[config.mk]
export PLATFORM = sky130hd
export DESIGN_NAME = uart_pos_deframer_flat
export DESIGN_NICKNAME = d
export VERILOG_FILES = /design/src/rtl/uart_pkg.sv /design/src/rtl/uart_pos_deframer_if.sv /design/src/rtl/uart_byte_timeout.sv /design/src/rtl/uart_pos_deframer.sv /design/src/flat_wrapper.sv
export SDC_FILE = /design/constraint.sdc
export NUM_CORES = 1
export LEC_CHECK = 0
export ABC_CLOCK_PERIOD_IN_PS = 3700
export CORE_MARGIN = 2
export CORE_UTILIZATION = 25
export DETAILED_ROUTE_END_ITERATION = 16
export SYNTH_ARGS = -nofsm -noshare
export SYNTH_HDL_FRONTEND = slang
export SYNTH_SLANG_ARGS = --single-unit
[constraint.sdc]
create_clock -name clk -period 3.7 [get_ports clk]
set_clock_uncertainty 0.15 [all_clocks]
set_input_delay 0.74 -clock clk [delete_from_list [all_inputs] [get_ports clk]]
set_output_delay 0.74 -clock clk [all_outputs]
set_load 0.05 [all_outputs]
[src/rtl/uart_pkg.sv]
// Shared definitions for the UART position link: framing constants, parser states
// and the frame checksum used by both the RX deframer and the TX framer.
package uart_pkg;

    localparam logic [7:0] HEADER    = 8'hA5;
    localparam int         FRAME_LEN = 6;

    typedef enum logic [$clog2(FRAME_LEN)-1:0] {
        HUNT,
        XH,
        XL,
        YH,
        YL,
        CHK
    } state_e;

    function automatic logic [7:0] pos_checksum(input logic [7:0] xh, input logic [7:0] xl,
                                                 input logic [7:0] yh, input logic [7:0] yl);
        return xh ^ xl ^ yh ^ yl;
    endfunction

endpackage

[src/rtl/uart_pos_deframer_if.sv]
// Byte stream in from uart_rx and validated tank positions out to the game logic.
interface uart_pos_deframer_if;

    logic        rx_done_tick;
    logic [7:0]  rx_data;
    logic [15:0] X_tank_pos;
    logic [15:0] Y_tank_pos;
    logic        pos_valid;
    logic        frame_err;
    logic [7:0]  err_count;
    logic        busy;

    modport master (
        output rx_done_tick, rx_data,
        input  X_tank_pos, Y_tank_pos, pos_valid, frame_err, err_count, busy
    );

    modport slave (
        input  rx_done_tick, rx_data,
        output X_tank_pos, Y_tank_pos, pos_valid, frame_err, err_count, busy
    );

endinterface

[src/rtl/uart_byte_timeout.sv]
// Inter-byte timer: counts while enabled, clears on demand, and flags expiry
// on the last allowed cycle unless a clear arrives in that same cycle.
module uart_byte_timeout #(
    parameter int unsigned TIMEOUT_CYC = 2_000_000,
    parameter int          TO_BIT      = 21
) (
    input  logic clk,
    input  logic reset,
    input  logic clear,
    input  logic enable,
    output logic expire
);

    localparam logic [TO_BIT-1:0] TERM = TO_BIT'(TIMEOUT_CYC - 1);

    logic [TO_BIT-1:0] cnt_q;
    logic [TO_BIT-1:0] cnt_d;

    // A clear in the terminal cycle wins over expiry, so a late-but-in-time byte is kept.
    always_comb begin
        expire = enable && !clear && (cnt_q == TERM);
        cnt_d  = cnt_q + 1'b1;
        if (clear || expire || !enable) begin
            cnt_d = '0;
        end
    end

    always_ff @(posedge clk or posedge reset) begin
        if (reset) begin
            cnt_q <= '0;
        end else begin
            cnt_q <= cnt_d;
        end
    end

endmodule

[src/rtl/uart_pos_deframer.sv]
// Parses 6-byte tank-position frames (A5 XH XL YH YL CHK) from the uart_rx byte
// stream and publishes X/Y atomically once the XOR checksum matches.
module uart_pos_deframer
    import uart_pkg::*;
#(
    parameter int unsigned TIMEOUT_CYC = 2_000_000,
    parameter int          TO_BIT      = 21
) (
    input  logic                 clk,
    input  logic                 reset,
    uart_pos_deframer_if.slave   bus
);

    state_e      state_q, state_d;
    logic [7:0]  xh_q, xh_d;
    logic [7:0]  xl_q, xl_d;
    logic [7:0]  yh_q, yh_d;
    logic [7:0]  sum_q, sum_d;
    logic [15:0] x_q, x_d;
    logic [15:0] y_q, y_d;
    logic        pos_valid_q, pos_valid_d;
    logic        frame_err_q, frame_err_d;
    logic [7:0]  err_count_q, err_count_d;
    logic        busy_q, busy_d;

    logic        to_clear;
    logic        to_enable;
    logic        to_expire;
    logic        bad_frame;

    assign to_enable = (state_q != HUNT);
    assign to_clear  = bus.rx_done_tick || (state_q == HUNT);

    uart_byte_timeout #(
        .TIMEOUT_CYC (TIMEOUT_CYC),
        .TO_BIT      (TO_BIT)
    ) u_timeout (
        .clk    (clk),
        .reset  (reset),
        .clear  (to_clear),
        .enable (to_enable),
        .expire (to_expire)
    );

    always_comb begin
        state_d     = state_q;
        xh_d        = xh_q;
        xl_d        = xl_q;
        yh_d        = yh_q;
        sum_d       = sum_q;
        x_d         = x_q;
        y_d         = y_q;
        pos_valid_d = 1'b0;
        frame_err_d = 1'b0;
        err_count_d = err_count_q;
        bad_frame   = 1'b0;

        case (state_q)
            HUNT: begin
                if (bus.rx_done_tick && (bus.rx_data == HEADER)) begin
                    state_d = XH;
                    sum_d   = '0;
                end
            end
            XH: begin
                if (bus.rx_done_tick) begin
                    xh_d    = bus.rx_data;
                    sum_d   = sum_q ^ bus.rx_data;
                    state_d = XL;
                end else begin
                    bad_frame = to_expire;
                end
            end
            XL: begin
                if (bus.rx_done_tick) begin
                    xl_d    = bus.rx_data;
                    sum_d   = sum_q ^ bus.rx_data;
                    state_d = YH;
                end else begin
                    bad_frame = to_expire;
                end
            end
            YH: begin
                if (bus.rx_done_tick) begin
                    yh_d    = bus.rx_data;
                    sum_d   = sum_q ^ bus.rx_data;
                    state_d = YL;
                end else begin
                    bad_frame = to_expire;
                end
            end
            YL: begin
                // YL is never stored: it is only needed for the Y update in CHK,
                // and it is recoverable there as sum ^ xh ^ xl ^ yh.
                if (bus.rx_done_tick) begin
                    sum_d   = sum_q ^ bus.rx_data;
                    state_d = CHK;
                end else begin
                    bad_frame = to_expire;
                end
            end
            CHK: begin
                if (bus.rx_done_tick) begin
                    state_d = HUNT;
                    if (bus.rx_data == sum_q) begin
                        x_d         = {xh_q, xl_q};
                        y_d         = {yh_q, sum_q ^ xh_q ^ xl_q ^ yh_q};
                        pos_valid_d = 1'b1;
                    end else begin
                        bad_frame = 1'b1;
                    end
                end else begin
                    bad_frame = to_expire;
                end
            end
            default: begin
                state_d = HUNT;
            end
        endcase

        if (bad_frame) begin
            state_d     = HUNT;
            frame_err_d = 1'b1;
            if (err_count_q != 8'hFF) begin
                err_count_d = err_count_q + 8'd1;
            end
        end

        busy_d = (state_d != HUNT);
    end

    always_ff @(posedge clk or posedge reset) begin
        if (reset) begin
            state_q     <= HUNT;
            xh_q        <= '0;
            xl_q        <= '0;
            yh_q        <= '0;
            sum_q       <= '0;
            x_q         <= '0;
            y_q         <= '0;
            pos_valid_q <= 1'b0;
            frame_err_q <= 1'b0;
            err_count_q <= '0;
            busy_q      <= 1'b0;
        end else begin
            state_q     <= state_d;
            xh_q        <= xh_d;
            xl_q        <= xl_d;
            yh_q        <= yh_d;
            sum_q       <= sum_d;
            x_q         <= x_d;
            y_q         <= y_d;
            pos_valid_q <= pos_valid_d;
            frame_err_q <= frame_err_d;
            err_count_q <= err_count_d;
            busy_q      <= busy_d;
        end
    end

    assign bus.X_tank_pos = x_q;
    assign bus.Y_tank_pos = y_q;
    assign bus.pos_valid  = pos_valid_q;
    assign bus.frame_err  = frame_err_q;
    assign bus.err_count  = err_count_q;
    assign bus.busy       = busy_q;

endmodule
[src/flat_wrapper.sv]
// flat-port wrapper written by rule: the top's interface ports become plain ports
module uart_pos_deframer_flat import uart_pkg::*;
#(
    parameter int unsigned TIMEOUT_CYC = 2_000_000,
    parameter int          TO_BIT      = 21
)
  (clk, reset, bus_rx_done_tick, bus_rx_data, bus_X_tank_pos, bus_Y_tank_pos, bus_pos_valid, bus_frame_err, bus_err_count, bus_busy);
  uart_pos_deframer_if bus_i ();
  input  logic clk;
  input  logic reset;
  input wire logic [$bits(bus_i.rx_done_tick)-1:0] bus_rx_done_tick;
  input wire logic [$bits(bus_i.rx_data)-1:0] bus_rx_data;
  output wire logic [$bits(bus_i.X_tank_pos)-1:0] bus_X_tank_pos;
  output wire logic [$bits(bus_i.Y_tank_pos)-1:0] bus_Y_tank_pos;
  output wire logic [$bits(bus_i.pos_valid)-1:0] bus_pos_valid;
  output wire logic [$bits(bus_i.frame_err)-1:0] bus_frame_err;
  output wire logic [$bits(bus_i.err_count)-1:0] bus_err_count;
  output wire logic [$bits(bus_i.busy)-1:0] bus_busy;
  assign bus_i.rx_done_tick = bus_rx_done_tick;
  assign bus_i.rx_data = bus_rx_data;
  assign bus_X_tank_pos = bus_i.X_tank_pos;
  assign bus_Y_tank_pos = bus_i.Y_tank_pos;
  assign bus_pos_valid = bus_i.pos_valid;
  assign bus_frame_err = bus_i.frame_err;
  assign bus_err_count = bus_i.err_count;
  assign bus_busy = bus_i.busy;
  uart_pos_deframer #(.TIMEOUT_CYC(TIMEOUT_CYC), .TO_BIT(TO_BIT)) u_core (.clk(clk), .reset(reset), .bus(bus_i));
endmodule
**Word-level counts from Yosys, hierarchy flattened**

Cells that the tools add are included.

- Add/sub/neg operators: 2
- Eq/ne operators: 11
- Muxes and demuxes: 20
- Bitwise logic cells: 4
- Reductions and logical operators: 19

Operators with widths:

| kind | count |
|---|---|
| 8-bit bitwise XOR | 4 |
| 21-bit by 1-bit adder with 21-bit output (second input constant) | 1 |
| 21-bit equality test (second input constant) | 1 |
| 21-bit 2-to-1 mux | 1 |
| 3-bit 2-to-1 mux | 7 |
| 3-bit one-hot mux with 6 select lines | 1 |
| 8-bit 2-to-1 mux | 2 |
| 8-bit one-hot mux with 2 select lines | 1 |
| 8-bit by 1-bit adder with 8-bit output (second input constant) | 1 |
| 8-bit equality test | 1 |
| 8-bit equality test (second input constant) | 1 |
| 8-bit inequality test (second input constant) | 1 |
| 2-bit AND reduction | 4 |
| 1-bit 2-to-1 mux | 7 |
| 3-bit by 2-bit equality test with 1-bit output (second input constant) | 2 |
| 3-bit equality test (second input constant) | 2 |
| 3-bit AND reduction | 2 |
| 3-bit nonzero test | 2 |
| 4-bit OR reduction | 1 |
| 3-bit by 1-bit equality test with 1-bit output (second input constant) | 1 |
| 1-bit logical AND | 3 |
| 3-bit zero test | 1 |
| 1-bit logical OR | 3 |
| 1-bit zero test | 2 |
| 4 further kinds | 4 |

- Register bits: 99
- Input port bits: 11
- Output and inout port bits: 43

**Logic depth before layout (Yosys ltp)**

- Depth in word-level cells: 9
- Gate-level depth with buffers: 7
- Depth with buffers taken out: 6

**Modules after synthesis**

Synthesis repeated with hierarchy kept, for this count alone.

- Cells, all modules: 385
- Area total of the unflattened synthesis: 4694.5 um2

By module, submodules not included:

| module | times used | cells each | area an instance (um2) | seq. area each (um2) |
|---|---|---|---|---|
| uart_pos_deframer | 1 | 270 | 3631.0 | 1951.9 |
| uart_byte_timeout | 1 | 115 | 1063.5 | 525.5 |

**Least setup slack after synthesis**

Ideal clock, no wire load.

- Kind: in2reg
- From: in bus_rx_data[1]
- To: reg u_core.x_q[10] (netlist: u_core.bus.X_tank_pos[10])
- Data arrival time: 2024 ps
- Path slack: 1401 ps
- Stages: 6
- Buffers on the path: 1
- Path through: or2b_1 > nand3_2 > or3_4 > nor2_8 > buf_12 > mux2_4

- Longest elaborated chain between the ends: 2

RTL lines:

| element | RTL line | text |
|---|---|---|
| from (decl) | flat_wrapper.sv:12 | `input wire logic [$bits(bus_i.rx_data)-1:0] bus_rx_data;` |
| 8-bit equality test | uart_pos_deframer.sv:105 | `if (bus.rx_data == sum_q) begin` |
| 3-bit AND reduction (no source line) | -- |  |
| to (signal assigned) | uart_pos_deframer.sv:139 | `x_q <= '0;` |
| to (signal assigned) | uart_pos_deframer.sv:151 | `x_q <= x_d;` |
| to (decl) | uart_pos_deframer.sv:19 | `logic [15:0] x_q, x_d;` |

No other way between the ends.
A chain may end at the register's enable or synchronous reset.

**Worst setup path after layout**

- From: in bus_rx_data[7]
- To: reg u_core.x_q[9] (netlist: u_core.bus.X_tank_pos[9])

Same word-level chain as after synthesis.

==> reports/results.tsv <==
stage	metric	value	unit
run_status	status	finished clean	
synth	seq_area_frac_synth	52.37	%
cts	cts_resized	0	
finish	syn_to_final_growth	22.85	%
worst_setup_path	arrival	2.87	ns
pwr	p_per_area	609.1	mW/mm^2
worst_setup_path	cp_max_fo	10	
cts	post_cts_buffers	0	
route	avgViaCountPerCell	4.372	
sta	max_freq	359.0	MHz
finish	postLayoutCoreUtil	31.17	%
pwr	intPower	2367	uW
pwr	p_leak	0.002442	uW
finish	drive_above_1_share	21.23	%
pwr	clockPowerShare	24.6	%
pwr	p_sw	1173	uW
synth	synth_edf_count	0	
cts	h-tree-depth	3	
floorplan	core	0.01864	sq mm
synth	synth_nets	389	
cts	cts_sinks	99	
route	drt_first_pass_iters	4	
placed_design	port_buffers	53	
sta	hold_viol	0	
floorplan	num_rows	50	
cts	clk_latency	0.35	ns
global_route	grt_pass1_vias	3041	
pwr	vdd_drop_max	227.4	uV
route	wl	9539	microns
route	vias	2938	
floorplan	io_pins	54	
sta	slew_violations	0	
synth	yosysWarningCount	0	
sta	finalCritPeriodShare	75.29	%
sta	rsz0062_at_grt	false	
placed_design	hpwl	6850	microns
floorplan	initial_core_util	25.38	%
flow_run	cap_violations	0	
sta	slew_headroom	53.00	%
sta	period_needed	2.786	ns
route	dr.first_iter.drc_count	192	
synth	synth_cell_types	44	
pwr	seq_power_share	44.4	%
cts	cts_tree	built	
route	wl_per_cell	14.19	microns
sta	hold-worst-slack	0.3025	ns
global_route	grt_first_pass_wirelength	15880	microns
global_route	grt_usage	10.21	%
global_route	antenna_found_initial	0	
floorplan	die-area	0.02004	sq mm
sta	tightest_slew	0.7050	ns
pwr	comb_power_share	31.1	%
cts	ctsHoldBuffers	0	
global_route	grt_max_degree	55	
global_route	grt-ovfl-total	0	
finish	fin_nets	447	
cts	clock_path_buffers	2	
synth	async_flop_share	100.0	%
synth	synth_flop_cell	dfrtp_1	
finish	fin_area	0.005812	sq mm
floorplan	die-height	141.6	microns
pwr	swShare	33.13	%
worst_setup_path	crit_type	in2reg	
pwr	total_power	3540	uW
cts	clkTransAtPathRegs	0.06	ns
synth	syn_area_per_cell	12.58	sq um
synth	synth_seq_cells	99	
cts	ctsRootBufferMaster	clkbuf_16	
route	ant_nets	0	
placed_design	place_area	0.005542	sq mm
finish	antenna_cells	0	
worst_setup_path	critPathLaunchType	input pin	
cts	numCtsBuffers	9	
route	drt_drc_violations_left	0	
sta	fin_tns_setup	0	ns
synth	syn_area	0.004731	sq mm
worst_setup_path	cp-end-kind	flip-flop	
min_path	hold_path.class	reg2reg	
floorplan	die_w	141.6	microns
worst_setup_path	crit_required	3.78	ns
placed_design	gp_congestion	0.7640	
sta	setup_viol	0	
synth	synthCells	376	
[cells by family (layout without fill, tap and decap cells)]
logic type | Yosys count | after routing | share of synthesized area, %
AOI/OAI and AO/OA | 26 | 26 | 3.862
xor gates and xnor gates | 57 | 57 | 10.55
adders and majority gates | 2 | 2 | 0.5289
buffers and inverters | 24 | 86 | 3.042
DFF | 99 | 99 | 52.37
muxes | 59 | 59 | 16.29
and+or+nand+nor | 109 | 109 | 13.36
[per-layer routing]
layer / track usage, % / wire [microns]
met1: 12.57 / 4383
met2: 16.79 / 4624
met3: 3.375 / 390
met4: 3.632 / 140
met5: 0 / 0
[critical path, stage by stage]
cell	delay, ns
clkdlybuf4s50_1	0.63
xnor2_1	0.16
nand3_1	0.12
or3_4	0.43
nor2_8	0.21
buf_4	0.26
mux2_4	0.32
[flip-flops by register name, indices dropped and copies added (netlist names), 3 cells and up]
signal                  flops
u_core.state_q              3
u_core.sum_q                8
u_core.bus.Y_tank_pos      16
u_core.u_timeout.cnt_q     21
u_core.bus.X_tank_pos      16
u_core.yh_q                 8
u_core.xh_q                 8
u_core.xl_q                 8
u_core.bus.err_count        8
[layout make-up]
cell class	instances	area, sq um
clock inverter	4	27.53
multi-input combinational	253	2116
tap	234	292.8
fill	1858	12830
inverter	10	40.04
clock buffer	11	242.7
sequential	99	2477
timing repair buffer	61	615.6
[path summary, 6_finish.rpt]
check,from,endpoint,slack [ns],cells after the start
min in group asynchronous,reset,u_core.u_timeout.cnt_q[8],0.69,2
max reg2reg,u_core.sum_q[4],u_core.bus.X_tank_pos[9],1.46,6
min reg2reg,u_core.u_timeout.cnt_q[0],u_core.u_timeout.cnt_q[0],0.30,1
max in group asynchronous,reset,u_core.bus.Y_tank_pos[0],2.04,3
min,u_core.u_timeout.cnt_q[0],u_core.u_timeout.cnt_q[0],0.30,1
max,bus_rx_data[7],u_core.bus.X_tank_pos[9],0.91,7
[synthesized netlist by cell type (all sizes together), types with 4 or more instances]
master   n  area, sq um
a21oi    6        30.03
a22o     7        61.31
and2     5        31.28
and3     5        31.28
and4     4        35.03
buf      8        83.83
clkbuf   6        22.52
dfrtp   99         2477
inv     10        37.54
mux2    57        750.7
nand2   15        56.30
nand3   17        90.09
nand4    7        43.79
nor2    28        121.4
nor3     5        30.03
nor4     4        25.02
o21ai    8        55.06
or3      4        35.03
xnor2   44        385.4
xor2    13        113.9
[through the flow]
stage | setup WS, ns | std cells
6_report | 0.9141 | 672
5_1_grt | 0.8023 | 672
4_1_cts | 0.8967 | 672
3_5_place_dp | 0.5181 | 657
3_3_place_gp | 0.5507 | 657
2_1_floorplan | 0.2196 | 376
[layout by cell type, fill, tap and decap left out, types with 9 or more instances in the layout]
| cell type | count |
|---|---|
| mux2_2 | 28 |
| nand2_1 | 15 |
| mux2_4 | 29 |
| xnor2_1 | 44 |
| nor2_1 | 27 |
| clkdlybuf4s50_1 | 53 |
| xor2_1 | 13 |
| dfrtp_1 | 99 |
| nand3_1 | 16 |
| inv_1 | 9 |
| clkbuf_16 | 9 |
[power by group through the flow]
stage / Combinational, uW / Sequential (uW) / Clock (uW)
floorplan: 872 / 1570 / 0
global placement: 1090 / 1580 / 0
detailed placement: 1120 / 1590 / 0
CTS: 1120 / 1570 / 898
global route: 1220 / 1610 / 946
finish: 1100 / 1570 / 870
No activity file was read; power rests on OpenSTA's default activity.
